## src/rtl/fft_sipo_pkg.sv

```systemverilog
// Shared types and helpers for the flexible SIPO collector feeding the RX FFT.
package fft_sipo_pkg;

  typedef enum logic [1:0] {
    ST_IDLE = 2'd0,
    ST_FILL = 2'd1,
    ST_FULL = 2'd2
  } state_t;

  localparam int unsigned SHIFT_LENGTH_DEF = 12;
  localparam int unsigned CNT_W            = $clog2(SHIFT_LENGTH_DEF) + 1;

  // Zero or oversize requests collect a full-depth frame.
  function automatic int unsigned clamp_limit(input int unsigned limit,
                                              input int unsigned max_len);
    return ((limit == 0) || (limit > max_len)) ? max_len : limit;
  endfunction

endpackage

```

## src/rtl/flexsipo_ctrl.sv

```systemverilog
// Frame controller: FSM, sample counter, latched limit, done/overrun flags, write decode.
// Optional back-to-back collection when FLEXSIPO_AUTO_REARM_EN is defined.
module flexsipo_ctrl
  import fft_sipo_pkg::*;
#(
  parameter int SHIFT_LENGTH = 12,
  parameter int LIM_W        = $clog2(SHIFT_LENGTH) + 1,
  parameter int IDX_W        = (SHIFT_LENGTH > 1) ? $clog2(SHIFT_LENGTH) : 1
) (
  input  logic             i_clk,
  input  logic             i_rst_n,
  input  logic             i_start,
  input  logic [LIM_W-1:0] i_limit,
  input  logic             i_valid,
  input  logic             i_ack,
  output logic             o_ready,
  output logic             o_pvalid,
  output logic             o_done,
  output logic [LIM_W-1:0] o_count,
  output logic             o_overrun,
  output logic             o_wr_en,
  output logic [IDX_W-1:0] o_wr_idx,
  output logic             o_clear
);

  state_t           state_q, state_d;
  logic [LIM_W-1:0] lim_q;
  logic [LIM_W-1:0] cnt_inc;
  logic             done_q;
  logic             overrun_q;

  assign cnt_inc  = o_count + LIM_W'(1);
  assign o_wr_idx = IDX_W'(SHIFT_LENGTH - 1) - IDX_W'(o_count);
  assign o_done   = done_q;
  assign o_overrun = overrun_q;

  always_ff @(posedge i_clk or negedge i_rst_n) begin
    if (!i_rst_n) state_q <= ST_IDLE;
    else          state_q <= state_d;
  end

  always_comb begin
    state_d = state_q;
    case (state_q)
      ST_IDLE: if (i_start) state_d = ST_FILL;
      ST_FILL: begin
        if (i_start)                             state_d = ST_FILL;
        else if (i_valid && (cnt_inc == lim_q))  state_d = ST_FULL;
      end
      ST_FULL: begin
        if (i_start) state_d = ST_FILL;
        else if (i_ack) begin
`ifdef FLEXSIPO_AUTO_REARM_EN
          state_d = ST_FILL;
`else
          state_d = ST_IDLE;
`endif
        end
      end
      default: state_d = ST_IDLE;
    endcase
  end

  always_comb begin
    o_ready  = 1'b0;
    o_pvalid = 1'b0;
    o_wr_en  = 1'b0;
    o_clear  = i_start;
    case (state_q)
      ST_FILL: begin
        o_ready = 1'b1;
        o_wr_en = i_valid && !i_start;
      end
      ST_FULL: begin
        o_pvalid = 1'b1;
`ifdef FLEXSIPO_AUTO_REARM_EN
        o_clear  = i_start || i_ack;
`endif
      end
      default: ;
    endcase
  end

  // Counter, limit latch and status flags
  always_ff @(posedge i_clk or negedge i_rst_n) begin
    if (!i_rst_n) begin
      o_count   <= '0;
      lim_q     <= '0;
      done_q    <= 1'b0;
      overrun_q <= 1'b0;
    end else begin
      done_q <= o_wr_en && (cnt_inc == lim_q);
      if (i_start) begin
        lim_q     <= LIM_W'(clamp_limit(32'(i_limit), SHIFT_LENGTH));
        o_count   <= '0;
        overrun_q <= 1'b0;
      end else begin
        if (o_wr_en)                          o_count <= cnt_inc;
        else if ((state_q == ST_FULL) && i_ack) o_count <= '0;
        if (i_valid && !o_ready)              overrun_q <= 1'b1;
      end
    end
  end

endmodule

```

## src/rtl/flexsipo_fft.sv

```systemverilog
// Flexible serial-in/parallel-out frame collector; sample k lands at index SHIFT_LENGTH-1-k.
// Build option FLEXSIPO_AUTO_REARM_EN re-arms collection on i_ack (see flexsipo_ctrl).
module flexsipo_fft
  import fft_sipo_pkg::*;
#(
  parameter int DATA_WIDTH   = 16,
  parameter int SHIFT_LENGTH = 12,
  parameter int IS_COMP      = 1
) (
  input  logic                         i_clk,
  input  logic                         i_rst_n,
  input  logic                         i_start,
  input  logic [$clog2(SHIFT_LENGTH):0] i_limit,
  input  logic                         i_valid,
  input  logic signed [DATA_WIDTH-1:0] i_sin  [0:IS_COMP],
  input  logic                         i_ack,
  output logic                         o_ready,
  output logic signed [DATA_WIDTH-1:0] o_pout [0:SHIFT_LENGTH-1][0:IS_COMP],
  output logic                         o_pvalid,
  output logic                         o_done,
  output logic [$clog2(SHIFT_LENGTH):0] o_count,
  output logic                         o_overrun
);

  localparam int LIM_W = $clog2(SHIFT_LENGTH) + 1;
  localparam int IDX_W = (SHIFT_LENGTH > 1) ? $clog2(SHIFT_LENGTH) : 1;

  logic             wr_en;
  logic             clear;
  logic [IDX_W-1:0] wr_idx;

  flexsipo_ctrl #(
    .SHIFT_LENGTH (SHIFT_LENGTH),
    .LIM_W        (LIM_W),
    .IDX_W        (IDX_W)
  ) u_ctrl (
    .i_clk     (i_clk),
    .i_rst_n   (i_rst_n),
    .i_start   (i_start),
    .i_limit   (i_limit),
    .i_valid   (i_valid),
    .i_ack     (i_ack),
    .o_ready   (o_ready),
    .o_pvalid  (o_pvalid),
    .o_done    (o_done),
    .o_count   (o_count),
    .o_overrun (o_overrun),
    .o_wr_en   (wr_en),
    .o_wr_idx  (wr_idx),
    .o_clear   (clear)
  );

  // Frame buffer: samples pass through bit-exact, unwritten slots stay zero
  for (genvar i = 0; i < SHIFT_LENGTH; i++) begin : g_slot
    for (genvar j = 0; j <= IS_COMP; j++) begin : g_comp
      always_ff @(posedge i_clk or negedge i_rst_n) begin
        if (!i_rst_n)                              o_pout[i][j] <= '0;
        else if (clear)                            o_pout[i][j] <= '0;
        else if (wr_en && (wr_idx == IDX_W'(i)))   o_pout[i][j] <= i_sin[j];
      end
    end
  end

endmodule

```

## config.mk

```make
export PLATFORM = sky130hd
export DESIGN_NAME = flexsipo_fft
export DESIGN_NICKNAME = d
export VERILOG_FILES = /design/src/rtl/fft_sipo_pkg.sv /design/src/rtl/flexsipo_ctrl.sv /design/src/rtl/flexsipo_fft.sv
export SDC_FILE = /design/constraint.sdc
export NUM_CORES = 1
export LEC_CHECK = 0
export BUFFER_PORTS_ARGS = -buffer_cell sky130_fd_sc_hd__buf_4
export CORE_UTILIZATION = 53
export CTS_CLUSTER_DIAMETER = 30
export CTS_CLUSTER_SIZE = 25
export DETAILED_ROUTE_END_ITERATION = 6
export MAX_ROUTING_LAYER = met4
export PLACE_DENSITY = 0.8
export SETUP_SLACK_MARGIN = 0.15
export SYNTH_ARGS = -nofsm -noshare
export SYNTH_HDL_FRONTEND = slang
export SYNTH_SLANG_ARGS = --single-unit
export TNS_END_PERCENT = 30
```

## constraint.sdc

```tcl
create_clock -name i_clk -period 2.6 [get_ports i_clk]
set_clock_uncertainty 0.15 [all_clocks]
set_input_delay 0.52 -clock i_clk [delete_from_list [all_inputs] [get_ports i_clk]]
set_output_delay 0.52 -clock i_clk [all_outputs]
set_load 0.005 [all_outputs]
```

==> impl_metrics.toml <==
[grt]
grt_max_degree = 257
grt_pass1_vias = 15500
grt.overflow.total = 0
grt_pass1_wl_um = 87900
grt_antenna_before_repair = 0
grt_usage_pct = 38.6

[detailed_routing]
drt_iter0_drc = 1580
vias = 15400
via_per_inst = 5.80
routedWlPerCell_um = 21.9
first_pass_iters = 6
drc = 0
wl_um = 58500
ant_nets = 0

[final_layout]
nNetsFinal = 2254
final_cell_mix = "nand2_1, buf_4, dfrtp_1"
final_util_pct = 75.6
area_delta_synth_final_pct = 39.5
multi_input_area_um2 = 5390
layout_commonest_cell = "nand2_1"
fin_area_um2 = 22500
seq_area_um2 = 9960
antennaDiodeCount = 0
fillers = 2020
layout-drive-gt1-share_pct = 28.3

[timing]
period_needed_ps = 2260
worst_pin_slew_ps = 1260
setup_tns_ps = 0
finalHoldViolCount = 0
timing.hold.ws_ps = 31.5
slew_headroom_pct = 15.7
rsz0062_at_grt = "false"
period_share_pct = 87.1
setup_violations = 0
slew_viol_final = 0
fmax_mhz = 442

[die]
io_pins = 435
die-width_um = 177
die_height_um = 177
start_util_pct = 54.2
fp.coreArea_um2 = 29800
num_rows = 63
fp.dieArea_um2 = 31200

[worst_setup_path]
cp_max_fo = 18
start_kind = "flop"
cp_slowest_cell = "dfrtp_1"
critical_path_depth = 1
cp_num_buf_inv = 1
reg2reg_depth = 6
critPathTopFamily = "flip-flops"
path_cells = "buf_4"
required_ps = 1930
arrival_ps = 1590
criticalPathCategory = "reg -> out"
slowest_delay_ps = 780
end_kind = "output port"

[synthesis]
syn_area_um2 = 16200
synth-edff-count = 0
synthDistinctLibCells = 34
synth_nets = 1847
synth_seq_cells = 398
ys_warn_count = 0
syn-mean-instance-area_um2 = 8.97
async_flop_share_pct = 100
ys_seq_area_share_pct = 61.7
synth_ff_type = "dfrtp_1"
synth_cells = 1801

[clock_tree]
clk_path_buf_depth = 3
cts_root_buf = "clkbuf_16"
cts-buffers-inserted = 79
cts_hold_buf = 1
clkLatencyLatePin_ps = 580
cts_tree = "built"
h-tree-depth = 3
cts_num_sinks = 398
clk_pin_slew_ps = 50
post_cts.repair.setup_buffers = 0
cts_resized = 0

[power_and_ir_drop]
ir_drop_uv = 602
p_leak_nw = 10.5
cellPowerDensity_nw_per_um2 = 802
p_total_mw = 18.1

[placement]
post-dp-hpwl_um = 36600
port_buffers = 434
place_congestion = 0.887
place_area_um2 = 19700

[job]
cap_violations = 0

[hold_path]
holdCritPathClass = "in -> reg"
holdPathStages = 2

[run_status]
outcome = "finished, final reports clean"
## stage by stage
| step | setup slack, ps | std cells |
|---|---|---|
| finish | 336 | 2664 |
| global route | 280 | 2664 |
| CTS | 354 | 2664 |
| detailed placement | 297 | 2516 |
| global placement | 341 | 2516 |
| floorplan | 551 | 1801 |
## logic make-up after synthesis
kind of cell	after synthesis	synth area share, %
AOI/OAI and AO/OA	402	12.7
xor gates and xnor gates	6	0.325
adders and majority gates	4	0.310
buffers and inverters	169	5.10
DFF	398	61.7
and+or+nand+nor	822	19.9
## where the power goes
| group | internal (mW) | switching (mW) |
|---|---|---|
| registers | 6.30 | 0.0829 |
| logic | 0.295 | 0.671 |
| clock network | 7.09 | 3.64 |
| total | 13.7 | 4.39 |
## final cells by class
type / instances / share of cell area (%)
clock buffer: 91 / 9.28
clock inverter: 56 / 3.43
inverter: 5 / 0.0833
multi-input combinational: 1234 / 23.9
sequential: 398 / 44.2
tap: 390 / 2.17
timing repair buffer: 490 / 17.0
## registers in the layout, indices dropped and copies added (netlist names)
register / flops
o_pout: 384
u_ctrl.lim_q: 5
u_ctrl.o_count: 5
u_ctrl.o_done: 1
u_ctrl.o_overrun: 1
u_ctrl.state_q: 2
## final timing paths
path                                    from              end  slack, ps
min in group asynchronous            i_rst_n      o_pout[313]        320
hold / removal                    i_limit[2]  u_ctrl.lim_q[2]         30
hold reg to reg                  o_pout[157]      o_pout[157]        370
max in group asynchronous            i_rst_n      o_pout[310]       1160
setup reg to reg           u_ctrl.state_q[1]      o_pout[170]        370
setup / recovery           u_ctrl.o_count[2]       o_count[2]        340
## synthesized netlist by cell type (5+ instances only)
| master | count | share of area [%] |
|---|---|---|
| clkbuf_1 | 96 | 2.2 |
| nand2_1 | 781 | 18 |
| buf_2 | 39 | 1.2 |
| buf_4 | 19 | 0.88 |
| nand3_1 | 8 | 0.25 |
| buf_6 | 9 | 0.63 |
| a21oi_1 | 388 | 12 |
| inv_1 | 5 | 0.12 |
| dfrtp_1 | 398 | 62 |
| o21ai_0 | 6 | 0.19 |
| and2_1 | 9 | 0.35 |
## routing by layer
metal	global-route usage (%)	vias to the layer above	wire length [um]
li1	-	6601	-
met1	45.0	7543	20500
met2	60.5	1032	28000
met3	8.48	267	5940
met4	24.6	0	4000
met5	-	-	0
Power figures use the tool's default switching activity.
